$ cat src/rtl/string_eval_pkg.sv
// string_eval_pkg
//   Shared types and constants for the streaming ASCII expression evaluator.
//   state_t       : evaluator FSM states
//   char_class_t  : classification of one input character
//   ASCII_*       : character codes the classifier and FSM compare against
package string_eval_pkg;

   typedef enum logic [1:0] {
      ST_EMPTY = 2'd0,
      ST_NUM   = 2'd1,
      ST_OP    = 2'd2,
      ST_ERR   = 2'd3
   } state_t;

   typedef enum logic [1:0] {
      CLS_DIGIT = 2'd0,
      CLS_OP    = 2'd1,
      CLS_SPACE = 2'd2,
      CLS_OTHER = 2'd3
   } char_class_t;

   localparam logic [7:0] ASCII_0     = 8'h30;
   localparam logic [7:0] ASCII_9     = 8'h39;
   localparam logic [7:0] ASCII_PLUS  = 8'h2B;
   localparam logic [7:0] ASCII_MINUS = 8'h2D;
   localparam logic [7:0] ASCII_STAR  = 8'h2A;
   localparam logic [7:0] ASCII_SPACE = 8'h20;

endpackage

$ cat src/rtl/string_eval_ascii_class.sv
// ascii_class
//   Purely combinational character classifier.
//   char_i  [7:0] : ASCII character
//   class_o       : digit / op / space / other
//   digit_o [3:0] : numeric value of a digit, 0 for any other class
module ascii_class
   import string_eval_pkg::*;
(
   input  logic [7:0]  char_i,
   output char_class_t class_o,
   output logic [3:0]  digit_o
);

   // Map the character to its class; '0'..'9' are 8'h30..8'h39 so the low nibble is the value
   always_comb begin
      class_o = CLS_OTHER;
      digit_o = 4'd0;
      if ((char_i >= ASCII_0) && (char_i <= ASCII_9)) begin
         class_o = CLS_DIGIT;
         digit_o = char_i[3:0];
      end else if ((char_i == ASCII_PLUS) || (char_i == ASCII_MINUS) || (char_i == ASCII_STAR)) begin
         class_o = CLS_OP;
      end else if (char_i == ASCII_SPACE) begin
         class_o = CLS_SPACE;
      end else begin
         class_o = CLS_OTHER;
      end
   end

endmodule

$ cat src/rtl/string_eval.sv
// string_eval
//   Evaluates a stream of ASCII characters as an integer expression with
//   '+', '-', '*' (with '*' binding tighter), one character per clock.
//   clk         : clock, rising edge
//   clr         : asynchronous active-high reset
//   in    [7:0] : ASCII character sampled every rising edge
//   out         : characters so far form a well-formed expression
//   value [W-1:0]: current expression value (meaningful when out=1)
//   err         : sticky syntax error
module string_eval
   import string_eval_pkg::*;
#(
   parameter int WIDTH      = 16,
   parameter int MAX_DIGITS = 4
) (
   input  logic             clk,
   input  logic             clr,
   input  logic [7:0]       in,
   output logic             out,
   output logic [WIDTH-1:0] value,
   output logic             err
);

   localparam int CW = $clog2(MAX_DIGITS + 1);
   localparam logic [WIDTH-1:0] ZERO_W = {WIDTH{1'b0}};
   localparam logic [WIDTH-1:0] ONE_W  = {{(WIDTH-1){1'b0}}, 1'b1};

   char_class_t      cls_s;
   logic [3:0]       digit_s;

   state_t           state_q, state_d;
   logic [WIDTH-1:0] sum_q, sum_d;
   logic [WIDTH-1:0] prod_q, prod_d;
   logic [WIDTH-1:0] cur_q, cur_d;
   logic             neg_q, neg_d;
   logic [CW-1:0]    cnt_q, cnt_d;
   logic [WIDTH-1:0] value_q, value_d;
   logic             out_q, err_q;

   logic [WIDTH-1:0] term_s;
   logic [WIDTH-1:0] cur_digit_s;
   logic [WIDTH-1:0] final_term_s;

   ascii_class u_class (
      .char_i  (in),
      .class_o (cls_s),
      .digit_o (digit_s)
   );

   // Completed value of the current term, and the operand extended by one more digit
   assign term_s      = prod_q * cur_q;
   assign cur_digit_s = (cur_q << 3) + (cur_q << 1) + {{(WIDTH-4){1'b0}}, digit_s};

   // Next-state and datapath update for the character on this edge
   always_comb begin
      state_d = state_q;
      sum_d   = sum_q;
      prod_d  = prod_q;
      cur_d   = cur_q;
      neg_d   = neg_q;
      cnt_d   = cnt_q;
      case (state_q)
         ST_EMPTY, ST_OP: begin
            case (cls_s)
               CLS_DIGIT: begin
                  state_d = ST_NUM;
                  cur_d   = cur_digit_s;
                  cnt_d   = cnt_q + {{(CW-1){1'b0}}, 1'b1};
               end
               CLS_SPACE: state_d = state_q;
               default:   state_d = ST_ERR;
            endcase
         end
         ST_NUM: begin
            case (cls_s)
               CLS_DIGIT: begin
                  // Operand already full: an extra digit is a syntax error, datapath frozen
                  if (cnt_q == CW'(MAX_DIGITS)) begin
                     state_d = ST_ERR;
                  end else begin
                     cur_d = cur_digit_s;
                     cnt_d = cnt_q + {{(CW-1){1'b0}}, 1'b1};
                  end
               end
               CLS_OP: begin
                  state_d = ST_OP;
                  cur_d   = ZERO_W;
                  cnt_d   = {CW{1'b0}};
                  if (in == ASCII_STAR) begin
                     prod_d = term_s;
                  end else begin
                     // Fold the finished term into sum with the sign it was started under
                     sum_d  = neg_q ? (sum_q - term_s) : (sum_q + term_s);
                     prod_d = ONE_W;
                     neg_d  = (in == ASCII_MINUS);
                  end
               end
               CLS_SPACE: state_d = state_q;
               default:   state_d = ST_ERR;
            endcase
         end
         ST_ERR:  state_d = ST_ERR;
         default: state_d = ST_ERR;
      endcase
   end

   // Value as if the expression ended now; only published when landing in NUM
   assign final_term_s = prod_d * cur_d;

   // Result register input
   always_comb begin
      value_d = value_q;
      if (state_d == ST_NUM) begin
         value_d = neg_d ? (sum_d - final_term_s) : (sum_d + final_term_s);
      end else begin
         value_d = value_q;
      end
   end

   // State, datapath and registered outputs
   always_ff @(posedge clk or posedge clr) begin
      if (clr) begin
         state_q <= ST_EMPTY;
         sum_q   <= ZERO_W;
         prod_q  <= ONE_W;
         cur_q   <= ZERO_W;
         neg_q   <= 1'b0;
         cnt_q   <= {CW{1'b0}};
         value_q <= ZERO_W;
         out_q   <= 1'b0;
         err_q   <= 1'b0;
      end else begin
         state_q <= state_d;
         sum_q   <= sum_d;
         prod_q  <= prod_d;
         cur_q   <= cur_d;
         neg_q   <= neg_d;
         cnt_q   <= cnt_d;
         value_q <= value_d;
         out_q   <= (state_d == ST_NUM);
         err_q   <= (state_d == ST_ERR);
      end
   end

   assign out   = out_q;
   assign err   = err_q;
   assign value = value_q;

endmodule
$ cat config.mk
export PLATFORM = sky130hd
export DESIGN_NAME = string_eval
export DESIGN_NICKNAME = d
export VERILOG_FILES = /design/src/rtl/string_eval_pkg.sv /design/src/rtl/string_eval_ascii_class.sv /design/src/rtl/string_eval.sv
export SDC_FILE = /design/constraint.sdc
export NUM_CORES = 1
export LEC_CHECK = 0
export CORE_MARGIN = 4
export CORE_UTILIZATION = 65
export DETAILED_ROUTE_END_ITERATION = 7
export GPL_ROUTABILITY_DRIVEN = 0
export PLACE_DENSITY_LB_ADDON = 0.08
export SKIP_CTS_REPAIR_TIMING = 1
export SYNTH_ARGS = -nofsm -noshare
export SYNTH_HDL_FRONTEND = slang
export SYNTH_SLANG_ARGS = --single-unit
$ cat constraint.sdc
create_clock -name clk -period 31.9 [get_ports clk]
set_input_delay 6.38 -clock clk [delete_from_list [all_inputs] [get_ports clk]]
set_output_delay 6.38 -clock clk [all_outputs]
set_load 0.005 [all_outputs]
==> impl_metrics.ini, run 1 <==
[routing]
avgRoutedWirePerCell_um = 17.62
vias_per_cell = 5.748
ant_nets = 0
drt_iter0_markers = 758
drt-pass1-iter-count = 5
drc = 0
vias = 10920
drt_wl_total_um = 33460

[timing]
setup_viol = 0
period_needed_ps = 16650
clock_skew_ps = 10.26
rsz0062_at_grt = no
tightest_slew_ps = 1119
fin_worst_hold_slack_ps = 479.4
final_max_slew_viol_count = 0
maxSlewHeadroom_pct = 25.39
post-route-period-util_pct = 52.20
fin_tns_setup_ps = 0
hold_viol = 0
max_freq_ghz = 0.06005

[floorplanning]
die_w_um = 152.7
start_util_pct = 66.60
num_rows = 52
fp.dieArea_um2 = 23310
die_h_um = 152.7
core_um2 = 20430
ios = 28

[placement]
hpwl_um = 27090
post_dp_cell_area_um2 = 14080
io_buffers = 27

[power_and_ir_drop]
irDropWorstVdd_mv = 0.01712
power-per-cell-area_nw_per_um2 = 14.77
leakage_nw = 7.088

[clocking]
cts_htree_levels = 3
clock_path_buffers = 2
clock_sinks = 72
cts_buffers = 9
cts.clk_slew.worst_paths_ps = 70
cts_tree = yes
clock_latency_ps = 350
cts-root-buf = clkbuf_16

[yosys]
avgSynthCellArea_um2 = 8.368
synthesis.nets = 1958
ys_ff_latch = 72
synthFlopType = dfrtp_1
synth_area_um2 = 13610
synth_warnings = 0
ys_types = 75
synth_area_leaders = fa_1 (24%), ha_1 (15%), dfrtp_1 (13%)
synth_top_cell_by_area = fa_1
synth_top_area_share_pct = 24.13
synth_edf_count = 0
synthCells = 1626
async_reset_ff_share_pct = 100.0
yosysSeqAreaShare_pct = 13.25

[global_routing]
grt_pass1_wl_um = 56620
grt_max_degree = 73
antenna_found_initial = 0
grt.total_usage_pct = 29.85
grt_overflow = 0
first_global_vias = 11160

[setup_path]
worstPathArrival_ps = 16870
reg2regPathDepth = 43
cp_max_fo = 6
worstPathRequired_ps = 32120
critPathKind = primary input to register
slowest_delay_ps = 640
end_kind = register
path_common_cell = inv_1
crit_path_top_delay_cell = a2111oi_0
startpoint_type = primary input

[min_path]
holdPathStages = 2
hold_class = register to register

[flow_run]
cap_violations = 0

[final_layout]
finalInstanceArea_um2 = 14390
drive_above_1_share_pct = 2.947
num_antenna_cells = 0
fin_nets = 1956
fillers = 1675
area_growth_pct = 5.747
final_util_pct = 70.43

[outcome]
status = finished clean
-- layout make-up --
cell class                 instances  area [um^2]  area share, %
multi-input combinational       1209        10500          73.00
sequential                        72         1803          12.53
inverter                         299         1122          7.800
tap                              270        337.8          2.348
timing repair buffer              33        315.3          2.191
clock buffer                      11        242.7          1.687
clock inverter                     5        63.81         0.4435
-- synthesized netlist by cell type (all sizes together) (6+ instances only) --
cell and instances:
inv 299, o21a 15, xnor2 83, fa 164, nand2 231, o31ai 9
clkbuf 42, a21boi 8, or3 6, o21ai 68, a21oi 51, and2 90
ha 158, nor2b 10, nor3 19, nor2 98, xor2 41, dfrtp 71
a31oi 12, nand2b 7, nor3b 7, a211oi 6, o21bai 11, o211ai 8
a21o 12, nand3 19, and3 11
-- stage by stage --
step | instances | setup WS, ps | power [mW]
2_1_floorplan | 1626 | 16240 | 0.1032
3_3_place_gp | 1883 | 15170 | 0.1077
3_5_place_dp | 1883 | 14970 | 0.1080
4_1_cts | 1899 | 15310 | 0.2133
5_1_grt | 1899 | 14540 | 0.2195
6_report | 1899 | 15250 | 0.2125
-- path summary, 6_finish.rpt --
kind / start / slack (ps) / endpoint
worst max-delay path: in[6] / 15250 / value[15]
worst min-delay path: value[8] / 480 / value[8]
worst max register to register: prod_q[2] / 19160 / value[15]
worst min register to register: value[8] / 480 / value[8]
max in group asynchronous: clr / 24630 / cur_q[7]
min in group asynchronous: clr / 6610 / sum_q[1]
-- critical path, delay by kind of cell --
| kind | cells | cell delay, ps |
|---|---|---|
| fa+ha+maj | 10 | 3870 |
| compound gates | 9 | 2250 |
| simple gates | 11 | 2480 |
| buf+inv | 7 | 770 |
| xor+xnor | 6 | 1110 |
-- power breakdown --
group          switching (mW)  internal (mW)  total, mW  leakage, nW
clock                  0.0427         0.0634      0.106        0.147
combinational         0.00828        0.00534     0.0136         5.96
sequential            0.00104         0.0917     0.0928        0.980
-- layout by cell type (no fill, tap or decap), types with 8 or more instances in the layout --
cell type          n
xor2_1            41
o21ai_1           16
inv_1            290
fa_1             164
clkdlybuf4s50_1   27
and3_1            11
o21bai_1          11
o31ai_1            9
a31oi_1           11
nand3_1           18
clkbuf_16          9
and2_1            89
nand2_1          231
a21o_1            12
a21oi_1           51
ha_1             158
nor3_1            17
o21a_1            15
o211ai_1           8
nor2b_1           10
dfrtp_1           71
inv_2              9
nor2_1            97
o21ai_0           49
xnor2_1           83
-- logic make-up after synthesis --
family	after synthesis	share of synthesized area, %
AND/OR/NAND/NOR	519	18.13
flip-flops	72	13.25
buffers and inverters	345	9.582
multiplexers	6	0.4506
adder cells (fa/ha/maj)	322	38.66
XOR/XNOR	129	8.818
AO/OA/AOI/OAI	233	11.11
-- routing by layer --
metal	part of all wire [%]	wire [um]	track usage, %	vias to the layer above
li1	-	-	-	5157
met1	43	14340	40.97	5335
met2	49	16410	50.50	346
met3	5.2	1753	3.011	78
met4	2.8	952	8.994	0
met5	0	0	0	-
-- state kept, by name (all words and copies together), names as in the netlist --
name,flops
cur_q,16
value,16
prod_q,16
out,1
cnt_q,3
state_q,2
neg_q,1
err,1
sum_q,16
No activity file was read; power rests on OpenSTA's default activity.
==> inputs of run 2 (changes only) <==
Settings changed: CORE_UTILIZATION 65 to 59.
Clock period 31.9 ns to 15.3 ns, I/O delays scaled along.
==> impl_metrics.ini, run 2 (synthesis gave the netlist of run 1 again) <==
[power_and_ir_drop]
power_frac_clock_pct = 50.3
internal-power_mw = 0.3309
p_switching_mw = 0.1154
leakage_nw = 7.120
irDropWorstVdd_mv = 0.03689
power-per-cell-area_nw_per_um2 = 30.89
power_frac_seq_pct = 43.3
p_sw_share_pct = 25.85
pwr-share-comb_pct = 6.5

[setup_path]
slowest_delay_ps = 600
worstPathArrival_ps = 13590
worstPathRequired_ps = 15520
cp_max_fo = 7
end_kind = register
startpoint_type = primary input
crit_path_top_delay_cell = a2111oi_0
critPathKind = primary input to register
path_common_cell = inv_1

[final_layout]
fin_nets = 1961
drive_above_1_share_pct = 3.305
mostFrequentLayoutCells = inv_1 (290), nand2_1 (231), fa_1 (164)
layout.cells.non_filler = 1919
fillers = 1997
final_common_cell = inv_1
area_growth_pct = 6.161
finalInstanceArea_um2 = 14450
final_util_pct = 63.80
num_antenna_cells = 0

[timing]
tightest_slew_ps = 1156
max_freq_ghz = 0.07482
period_needed_ps = 13370
clock_skew_ps = 5.349
rsz0062_at_grt = no
final_max_slew_viol_count = 0
post-route-period-util_pct = 87.36
fin_tns_setup_ps = 0
setup_viol = 0
fin_worst_hold_slack_ps = 479.9
hold_viol = 0
maxSlewHeadroom_pct = 22.13

[clocking]
cts_tree = yes
cts_buffers = 9
clock_latency_ps = 340
clock_path_buffers = 2
clock_sinks = 72
cts_htree_levels = 3
cts.clk_slew.worst_paths_ps = 70
cts-root-buf = clkbuf_16

[placement]
io_buffers = 27
post_dp_cell_area_um2 = 14140
dp.cells = 1903
hpwl_um = 27660

[floorplanning]
die_h_um = 159.9
num_rows = 55
start_util_pct = 60.10
core_um2 = 22640
fp.dieArea_um2 = 25560
ios = 28
die_w_um = 159.9

[routing]
vias = 10860
drt_wl_total_um = 34350
vias_per_cell = 5.657
drc = 0
drt_iter0_markers = 611
ant_nets = 0
drt-pass1-iter-count = 7
avgRoutedWirePerCell_um = 17.90

[global_routing]
grt_max_degree = 73
antenna_found_initial = 0
grt_overflow = 0
grt_pass1_wl_um = 57690
first_global_vias = 11400
grt.total_usage_pct = 27.98

[flow_run]
cap_violations = 0

[min_path]
hold_class = register to register

[outcome]
status = finished clean
-- run 2: changes by cell type in the layout (fill, tap and decap cells not counted) --
cell / before / now
buf_4: 6 / 11
inv_6: 2 / 0
clkinv_4: 1 / 4
inv_8: 0 / 1
clkinv_2: 0 / 1
clkbuf_1: 1 / 0
clkinvlp_4: 1 / 0
clkbuf_8: 1 / 0
-- run 2: through the flow --
stage	power, mW	setup slack (ps)
final	0.4463	1935
after floorplan	0.2151	2957
after CTS	0.4466	1960
after global routing	0.4588	1191
after detailed placement	0.2255	1617
after global placement	0.2249	1873
-- run 2: worst paths after layout --
path	start	to	slack, ps	cells after the start
worst min register to register	value[2]	value[2]	480	2
worst max register to register	prod_q[2]	value[15]	2660	44
max in group asynchronous	clr	cur_q[11]	11330	3
min in group asynchronous	clr	err	3310	3
worst min-delay path	value[2]	value[2]	480	2
worst max-delay path	in[2]	value[15]	1930	44
-- run 2: power by group through the flow --
stage	Clock [mW]	Combinational, mW	Sequential, mW
floorplan	0	0.0197	0.195
global route	0.233	0.0323	0.193
global placement	0	0.0284	0.197
detailed placement	0	0.0289	0.197
CTS	0.225	0.0290	0.193
finish	0.224	0.0289	0.193
-- run 2: metal layers --
| metal | global-route usage, % | share of wire (%) |
|---|---|---|
| met5 | 0 | 0 |
| met4 | 11.93 | 4.7 |
| met3 | 3.019 | 4.3 |
| met2 | 47.87 | 48 |
| met1 | 36.32 | 43 |
-- run 2: layout make-up --
class                           instances  area [um^2]  share of cell area, %
Clock buffer                            9        225.2                  1.559
Sequential cell                        72         1803                  12.48
Timing Repair Buffer                   38        352.8                  2.443
Clock inverter                          7        81.33                 0.5630
Inverter                              299         1122                  7.770
Multi-Input combinational cell       1209        10500                  72.72
Tap cell                              285        356.6                  2.469
-- run 2: critical path: cells and delay by family --
kind                       cells  cell delay [ps]
AOI/OAI and AO/OA             11             2590
buffers and inverters          7              850
and+or+nand+nor               10             2020
adders and majority gates     10             3910
xor gates and xnor gates       6             1140
==> edit: new RTL, flow settings as in run 2 <==
The 4 states of `state_t` get a Gray code encoding in 2 bits.
--- a/src/rtl/string_eval_pkg.sv
+++ b/src/rtl/string_eval_pkg.sv
@@ -7,8 +7,8 @@
 
    typedef enum logic [1:0] {
-      ST_EMPTY = 2'd0,
-      ST_NUM   = 2'd1,
-      ST_OP    = 2'd2,
-      ST_ERR   = 2'd3
+      ST_EMPTY = 2'b00,
+      ST_NUM   = 2'b01,
+      ST_OP    = 2'b11,
+      ST_ERR   = 2'b10
    } state_t;
 
Function: same outputs for any inputs over 4 cycles, from zero or initial values; so few cycles prove little.
==> edit against run 2 <==
- cell area is 0.98% lower
- routed wire length is 1.7% lower
- area after synthesis is 0.74% lower
- setup slack better by 630 ps
- sequential cell count stayed put
- sequential share of layout area is 0.12 points higher
- largest cell class unchanged
- non-clock buffer count is 1 higher
Power is not compared: it rests on default switching activity, and its combinational part moved more than twofold at a synthesized area within 25%.
==> edit: results <==
export IMPL_status="finished clean"
export IMPL_ff2ff_setup_slack_ps=3290
export IMPL_crit_slowest_cell="clkdlybuf4s50_1"
export IMPL_place_inst=1867
export IMPL_hold_depth=1
export IMPL_drtIter0Drc=677
export IMPL_dr_wl_met3_mm=1.46
export IMPL_wl_met2_mm=16.5
export IMPL_hp_class="reg2reg"
export IMPL_synth_nets=1926
export IMPL_finClkSkew_ps=15.8
export IMPL_nonClkBufAreaFrac_pct=2.52
export IMPL_path_max_fanout=11
export IMPL_grtUsageMet2_pct=47.0
export IMPL_synth_common_cells="inv_1, nand2_1, fa_1"
export IMPL_drt_total_wl_mm=33.8
export IMPL_nMultiInputCombCells=1179
export IMPL_grt_pass1_vias=10900
export IMPL_rr_worst_depth=41
export IMPL_hold_ws_ps=475
export IMPL_cellPowerDensity_mw_per_mm2=37.8
export IMPL_drive_gt1_share_pct=3.57
export IMPL_cp_arrival_ps=13020
export IMPL_worstHoldStart="sum_q[15]$_DFF_PP0_"
export IMPL_grt_usage_pct=27.6
export IMPL_drv_cap=0
export IMPL_hpwlAfterDp_mm=26.9
export IMPL_multi_input_area_mm2=0.0104
export IMPL_drt_vias_per_instance=5.60
export IMPL_inv_count=292
export IMPL_cp_startpoint="in[1]"
export IMPL_met1_length_mm=14.6
export IMPL_grtUsageMet1_pct=36.7
export IMPL_buffers_excl_clock=39
export IMPL_firstDrtPassIters=8
export IMPL_fillers=2004
export IMPL_insertion_delay_ps=360
export IMPL_leakagePower_nw=6.93
export IMPL_syn_inst=1592
export IMPL_sh_seq_area_pct=12.6
export IMPL_relSlewSlack_pct=33.2
export IMPL_ir_worst_vdd_mv=0.0543
export IMPL_grt_first_pass_wirelength_mm=56.6
export IMPL_cts_sinks=72
export IMPL_rr_startpoint="prod_q[4]$_DFF_PP0_"
export IMPL_globalRouteMet3Util_pct=3.00
export IMPL_power_leader="clock"
export IMPL_synthTopCellsByArea="fa_1, ha_1, dfrtp_1"
export IMPL_synthDistinctLibCells=70
export IMPL_min_to="sum_q[15]$_DFF_PP0_"
-- edit: cell types whose count changed after synthesis, sizes merged, moves of 10 or more --
cell | before | now
a21oi | 51 | 68
buf | 4 | 14
inv | 299 | 288
nand2 | 231 | 211
nand2b | 7 | 17
xnor2 | 83 | 99
-- edit: kinds of logic after synthesis --
group	share of synthesized area, %
adders and majority gates	39.1
muxes	0.315
AOI/OAI and AO/OA	11.1
xor gates and xnor gates	9.43
and+or+nand+nor	16.9
DFF	13.4
buffers and inverters	9.83
-- edit: through the flow --
| step | area, µm² | setup slack (ps) |
|---|---|---|
| after floorplan | 13500 | 3770 |
| after global placement | 14000 | 2460 |
| after detailed placement | 14000 | 2330 |
| after CTS | 14300 | 2670 |
| after global routing | 14300 | 1950 |
| final | 14300 | 2560 |
-- edit: worst max-delay path: cells and delay by family --
kind	cells	cell delay, ps
XOR/XNOR	2	530
adder cells (fa/ha/maj)	11	3860
AO/OA/AOI/OAI	12	2550
buffers and inverters	8	1180
AND/OR/NAND/NOR	8	1880
